==> config.mk <==
export PLATFORM = sky130hd
export DESIGN_NAME = id_stage
export DESIGN_NICKNAME = d
export VERILOG_FILES = /design/src/rtl/rv32_defs.sv /design/src/rtl/rv32_ctrl_dec.sv /design/src/rtl/id_stage.sv
export SDC_FILE = /design/constraint.sdc
export NUM_CORES = 1
export LEC_CHECK = 0
export CELL_PAD_IN_SITES_DETAIL_PLACEMENT = 1
export CELL_PAD_IN_SITES_GLOBAL_PLACEMENT = 1
export CORE_MARGIN = 3
export CORE_UTILIZATION = 25
export DETAILED_ROUTE_END_ITERATION = 10
export PLACE_DENSITY_LB_ADDON = 0.1
export SLEW_MARGIN = 10
export SYNTH_ARGS = -nofsm -noshare
export SYNTH_HDL_FRONTEND = slang
export SYNTH_HIERARCHICAL = 1
export SYNTH_SLANG_ARGS = --single-unit
==> constraint.sdc <==
create_clock -name clk -period 1.4 [get_ports clk]
set_clock_uncertainty 0.2 [all_clocks]
set_input_delay 0.21 -clock clk [delete_from_list [all_inputs] [get_ports clk]]
set_output_delay 0.21 -clock clk [all_outputs]
set_load 0.02 [all_outputs]
==> src/rtl/rv32_defs.sv <==
// rv32_defs: shared RV32I opcodes, immediate-type encodings and decoded bundle types
package rv32_defs;
  localparam int XLEN = 32;
  localparam logic [6:0] OP_LUI    = 7'b0110111;
  localparam logic [6:0] OP_AUIPC  = 7'b0010111;
  localparam logic [6:0] OP_JAL    = 7'b1101111;
  localparam logic [6:0] OP_JALR   = 7'b1100111;
  localparam logic [6:0] OP_BRANCH = 7'b1100011;
  localparam logic [6:0] OP_LOAD   = 7'b0000011;
  localparam logic [6:0] OP_STORE  = 7'b0100011;
  localparam logic [6:0] OP_IMM    = 7'b0010011;
  localparam logic [6:0] OP_OP     = 7'b0110011;
  localparam logic [6:0] OP_FENCE  = 7'b0001111;
  typedef enum logic [2:0] {
    IMM_I    = 3'd0,
    IMM_B    = 3'd1,
    IMM_S    = 3'd2,
    IMM_U    = 3'd3,
    IMM_J    = 3'd4,
    IMM_NONE = 3'd7
  } imm_type_t;
  typedef struct packed {
    logic alu_src_imm;
    logic reg_write;
    logic mem_read;
    logic mem_write;
    logic branch;
    logic jump;
    logic pc_rel;
  } ctrl_t;
  typedef struct packed {
    logic [4:0]  rs1;
    logic [4:0]  rs2;
    logic [4:0]  rd;
    logic [2:0]  funct3;
    logic        funct7_b5;
    logic [24:0] imm_field;
    imm_type_t   imm_type;
    ctrl_t       ctrl;
    logic        illegal;
  } bundle_t;
endpackage

==> src/rtl/rv32_ctrl_dec.sv <==
// rv32_ctrl_dec: combinational opcode decoder producing immediate type, control bits and illegal flag
module rv32_ctrl_dec
  import rv32_defs::*;
(
  input  logic [6:0] opcode,
  output imm_type_t  imm_type,
  output ctrl_t      ctrl,
  output logic       illegal
);
  // unsupported opcodes fall through with every control bit left clear
  always_comb begin
    imm_type = IMM_NONE;
    ctrl = '0;
    illegal = 1'b0;
    case (opcode)
      OP_LUI: begin
        imm_type = IMM_U;
        ctrl.reg_write = 1'b1;
        ctrl.alu_src_imm = 1'b1;
      end
      OP_AUIPC: begin
        imm_type = IMM_U;
        ctrl.reg_write = 1'b1;
        ctrl.alu_src_imm = 1'b1;
        ctrl.pc_rel = 1'b1;
      end
      OP_JAL: begin
        imm_type = IMM_J;
        ctrl.reg_write = 1'b1;
        ctrl.jump = 1'b1;
        ctrl.pc_rel = 1'b1;
      end
      OP_JALR: begin
        imm_type = IMM_I;
        ctrl.reg_write = 1'b1;
        ctrl.jump = 1'b1;
        ctrl.alu_src_imm = 1'b1;
      end
      OP_BRANCH: begin
        imm_type = IMM_B;
        ctrl.branch = 1'b1;
        ctrl.pc_rel = 1'b1;
      end
      OP_LOAD: begin
        imm_type = IMM_I;
        ctrl.reg_write = 1'b1;
        ctrl.mem_read = 1'b1;
        ctrl.alu_src_imm = 1'b1;
      end
      OP_STORE: begin
        imm_type = IMM_S;
        ctrl.mem_write = 1'b1;
        ctrl.alu_src_imm = 1'b1;
      end
      OP_IMM: begin
        imm_type = IMM_I;
        ctrl.reg_write = 1'b1;
        ctrl.alu_src_imm = 1'b1;
      end
      OP_OP: ctrl.reg_write = 1'b1;
      OP_FENCE: ;
      default: illegal = 1'b1;
    endcase
  end
endmodule

==> src/rtl/id_stage.sv <==
// id_stage: RV32I decode stage with valid/ready handshake and flush; ID_SKID_EN adds a skid entry and a registered if_ready
module id_stage #(
  parameter int XLEN = rv32_defs::XLEN,
  parameter logic [XLEN-1:0] RST_PC = '0
) (
  input  logic            clk,
  input  logic            rst,
  input  logic            if_valid,
  output logic            if_ready,
  input  logic [31:0]     if_instr,
  input  logic [XLEN-1:0] if_pc,
  input  logic            flush,
  output logic            ex_valid,
  input  logic            ex_ready,
  output logic [XLEN-1:0] ex_pc,
  output logic [4:0]      rs1,
  output logic [4:0]      rs2,
  output logic [4:0]      rd,
  output logic [2:0]      funct3,
  output logic            funct7_b5,
  output logic [24:0]     imm_field,
  output logic [2:0]      imm_type,
  output logic            alu_src_imm,
  output logic            reg_write,
  output logic            mem_read,
  output logic            mem_write,
  output logic            branch,
  output logic            jump,
  output logic            pc_rel,
  output logic            illegal
);
  import rv32_defs::*;
  imm_type_t dec_type;
  ctrl_t dec_ctrl;
  ctrl_t wb_ctrl;
  logic dec_illegal;
  bundle_t d;
  bundle_t q;
  logic [XLEN-1:0] q_pc;
  rv32_ctrl_dec u_dec (
    .opcode(if_instr[6:0]),
    .imm_type(dec_type),
    .ctrl(dec_ctrl),
    .illegal(dec_illegal)
  );
  // writes to x0 are architecturally dropped, so never request one
  always_comb begin
    wb_ctrl = dec_ctrl;
    wb_ctrl.reg_write = dec_ctrl.reg_write & (|if_instr[11:7]);
  end
  assign d = '{
    rs1: if_instr[19:15],
    rs2: if_instr[24:20],
    rd: if_instr[11:7],
    funct3: if_instr[14:12],
    funct7_b5: if_instr[30],
    imm_field: if_instr[31:7],
    imm_type: dec_type,
    ctrl: wb_ctrl,
    illegal: dec_illegal
  };
`ifdef ID_SKID_EN
  bundle_t s;
  logic [XLEN-1:0] s_pc;
  logic s_valid;
  logic main_free;
  assign main_free = !ex_valid | ex_ready;
  assign if_ready = !s_valid;
  // main register refills from the skid entry first; a stalled accept parks in the skid entry
  always_ff @(posedge clk) begin
    if (rst) begin
      ex_valid <= 1'b0;
      s_valid <= 1'b0;
      q <= '0;
      q.imm_type <= IMM_NONE;
      q_pc <= RST_PC;
    end else if (flush) begin
      ex_valid <= 1'b0;
      s_valid <= 1'b0;
      q.ctrl <= '0;
      q.illegal <= 1'b0;
    end else if (main_free) begin
      ex_valid <= s_valid | if_valid;
      if (s_valid) begin
        q <= s;
        q_pc <= s_pc;
        s_valid <= 1'b0;
      end else if (if_valid) begin
        q <= d;
        q_pc <= if_pc;
      end
    end else if (if_valid & !s_valid) begin
      s <= d;
      s_pc <= if_pc;
      s_valid <= 1'b1;
    end
  end
`else
  assign if_ready = !ex_valid | ex_ready;
  // single pipeline register, loaded whenever the downstream slot is free
  always_ff @(posedge clk) begin
    if (rst) begin
      ex_valid <= 1'b0;
      q <= '0;
      q.imm_type <= IMM_NONE;
      q_pc <= RST_PC;
    end else if (flush) begin
      ex_valid <= 1'b0;
      q.ctrl <= '0;
      q.illegal <= 1'b0;
    end else if (if_ready) begin
      ex_valid <= if_valid;
      if (if_valid) begin
        q <= d;
        q_pc <= if_pc;
      end
    end
  end
`endif
  assign ex_pc = q_pc;
  assign rs1 = q.rs1;
  assign rs2 = q.rs2;
  assign rd = q.rd;
  assign funct3 = q.funct3;
  assign funct7_b5 = q.funct7_b5;
  assign imm_field = q.imm_field;
  assign imm_type = q.imm_type;
  assign alu_src_imm = q.ctrl.alu_src_imm;
  assign reg_write = q.ctrl.reg_write;
  assign mem_read = q.ctrl.mem_read;
  assign mem_write = q.ctrl.mem_write;
  assign branch = q.ctrl.branch;
  assign jump = q.ctrl.jump;
  assign pc_rel = q.ctrl.pc_rel;
  assign illegal = q.illegal;
endmodule

==> reports/metrics.cfg, run 1 <==
[floorplanning]
start_util_pct = 26.2
num_rows = 42
die_h_microns = 125
ioPinCount = 158
design.core.area_sq_um = 13600
die_area_sq_um = 15700
die_width_microns = 125

[clock_network]
numClockSinks = 69
clk_latency_ns = 0.33
root_buffer = clkbuf_16
htreeDepth = 3
cts_setup_buffers = 0
clk_path_buf_depth = 2
cts-buffers-inserted = 9
ctsHoldBuffers = 0
cts_tree = built
cts.clk_slew.worst_paths_ns = 0.06

[grt]
grt_pass1_vias = 3836
use_met1_pct = 20.3
use_met3_pct = 5.29
grt_max_degree = 36
busiest_layer = met2
grtUsageMet2_pct = 27.5
grt_pass1_wl_mm = 20.9
overflow = 0
antenna_found_initial = 1
track_usage_pct = 16.4

[min_path]
hold_path_depth = 3
min-delay-path-class = primary input to flip-flop
min_from = rst
hold-path-endpoint = imm_type[2]

[placed_design]
gp_congestion = 0.727
io_buffers = 157
place_inst = 682
place_ws_ns = -0.672
dp_hpwl_mm = 8.70

[routing]
drt-initial-drc-count = 179
drcViolationCount = 0
ant_nets = 0
num_vias = 3660
routed_wl_mm = 13.7
dr.pass1.iters = 4
wl_per_cell_microns = 19.4
avgViaCountPerCell = 5.21

[power]
power_frac_seq_pct = 37.4
p_comb_share_pct = 18.5
power.leakage_nw = 2.04
p_int_w = 0.00413
p_per_area_nw_per_um2 = 998
net-switching-power_w = 0.00149
p_total_w = 0.00562
peakVddDrop_mv = 0.606
clkPwrFrac_pct = 44.1
switching_share_pct = 26.5

[logic_synthesis]
synthCells = 391
synth_edf_count = 0
syn_nets = 460
syn_area_sq_um = 3550
yosysWarnings = 6
synth_top_cell_by_area = dfxtp_1
ys_seq_area_share_pct = 38.9
synth_area_leaders = dfxtp_1 39%, nand4b_1 14%, o31ai_1 12%
synth_top_area_share_pct = 38.9
avgSynthCellArea_sq_um = 9.07
synth-main-ff-cell = dfxtp_1
synth.ff_latch_count = 69
async_reset_ff_share_pct = 0
yosysUniqueCellTypes = 34

[outcome]
status = finished, violations left
violations = negative setup slack

[setup_path]
arrival_ns = 1.49
r2r-end = ex_pc[12]
critPathMaxStageDelay_ns = 0.32
worstPathCellList = nor2b_4, inv_2, buf_6, buf_12, nand4b_1, a21oi_2
crit_fanout = 17
crit_path_top_delay_cell = dfxtp_2
critical_path_class = flip-flop to flip-flop
r2r_start = ex_valid
worstRegToRegCells = 6
reg2reg_slack_ns = -0.03
cp.required_ns = 1.46
start_kind = flip-flop
end_kind = flip-flop

[layout]
regArea_sq_um = 1380
final_cell_mix = 67 x dfxtp_1, 60 x a21oi_1, 58 x nand4b_1, 58 x clkdlybuf4s50_1, 54 x buf_2
fillers = 1571
num_antenna_cells = 0
area_growth_pct = 58.7
fin_cells = 703
nNetsFinal = 591
final_common_cell = dfxtp_1
drive_gt1_share_pct = 41.2
multiInputGateArea_sq_um = 1960

[sta]
hold_viol = 0
max_clock_freq_ghz = 0.700
fin_ws_ns = -0.0293
tightest_slew_ns = 0.401
fin_hold_ws_ns = 0.0720
rsz0062_at_grt = true
period_share_pct = 102
period_needed_ns = 1.43
slew_headroom_pct = 73.3
slew_viol_final = 0
finalSetupViolCount = 5

[flow_run]
drv_cap = 0

==> worst max path at each step <==
stage / start / end / slack (ns) / depth (start not counted)
finish: ex_valid / ex_pc[12] / -0.03 / 6
detailed placement: if_instr[2] / pc_rel / -0.67 / 6
floorplan: if_instr[3] / mem_write / -0.07 / 5
CTS: rs1[0] / rs1[0] / -0.06 / 1
global route: ex_valid / alu_src_imm / -0.09 / 5
global placement: if_instr[2] / pc_rel / -0.59 / 6
==> power by group through the flow <==
stage | Combinational (W) | Clock, W | Sequential (W)
3_5_place_dp | 0.00105 | 0 | 0.00214
5_1_grt | 0.00112 | 0.00264 | 0.00211
3_3_place_gp | 0.00104 | 0 | 0.00213
6_report | 0.00104 | 0.00248 | 0.00210
4_1_cts | 0.00103 | 0.00253 | 0.00210
2_1_floorplan | 0.000436 | 0 | 0.00223
==> per-stage QoR <==
stage | cell area [sq um] | TNS, ns | util, %
after floorplan | 3550 | -0.140 | -
after global placement | 5210 | -25.09 | 38.4
after detailed placement | 5210 | -27.26 | 38.4
after CTS | 5660 | -0.208 | 41.7
after global routing | 5630 | -3.54 | 41.5
final | 5630 | -0.0638 | 41.5
==> layout make-up <==
class | instances | area share [%]
timing repair buffer | 193 | 30.7
clock buffer | 10 | 4.25
tap | 176 | 3.91
sequential | 69 | 24.6
clock inverter | 6 | 1.53
multi-input combinational | 247 | 34.9
inverter | 2 | 0.133
==> layer usage <==
metal / up-vias / routed length [microns]
li1: 1731 / -
met1: 1815 / 5990
met2: 100 / 6700
met3: 12 / 813
met4: 2 / 155
met5: - / 7
==> worst max-delay path, delay by kind of cell, from the launching register on <==
kind | cells | cell delay [ns]
buf+inv | 3 | 0.41
flops | 1 | 0.32
simple gates | 2 | 0.26
compound gates | 1 | 0.16
==> sequential cells by signal, indices dropped and copies added, names as in the netlist, 2 cells and up <==
register and flops:
ex_pc 32, imm_type 3, rs1 4, imm_field 11
funct3 2, rd 4, rs2 4
==> logic make-up after synthesis <==
| family | after synthesis | share of synthesized area [%] |
|---|---|---|
| muxes | 3 | 0.847 |
| and+or+nand+nor | 102 | 22.2 |
| AOI/OAI and AO/OA | 142 | 24.4 |
| buffers and inverters | 75 | 13.6 |
| DFF | 69 | 38.9 |
==> synth_stat cells, types with 3 or more instances <==
| cell | n |
|---|---|
| nand4b_1 | 58 |
| o31ai_1 | 57 |
| buf_4 | 24 |
| a21oi_1 | 68 |
| o21ai_0 | 11 |
| nor4_1 | 3 |
| buf_2 | 16 |
| buf_6 | 12 |
| mux2i_1 | 3 |
| nor2b_1 | 3 |
| clkbuf_1 | 21 |
| nor2_1 | 14 |
| nand3_1 | 9 |
| dfxtp_1 | 69 |
==> repair_timing <==
item,4_1_cts,5_1_grt
resized for setup,323,82
hold endpoints to repair,0,0
pin swaps,4,0
endpoints found under the setup margin,140,108
cloned,1,4
Power figures use the tool's default switching activity.
==> run 2: changes to the inputs <==
Settings changed: ABC_CLOCK_PERIOD_IN_PS set to 1400.
==> results of run 2 <==
Same layout as run 1: the final DEF is identical, and so are final timing and power.
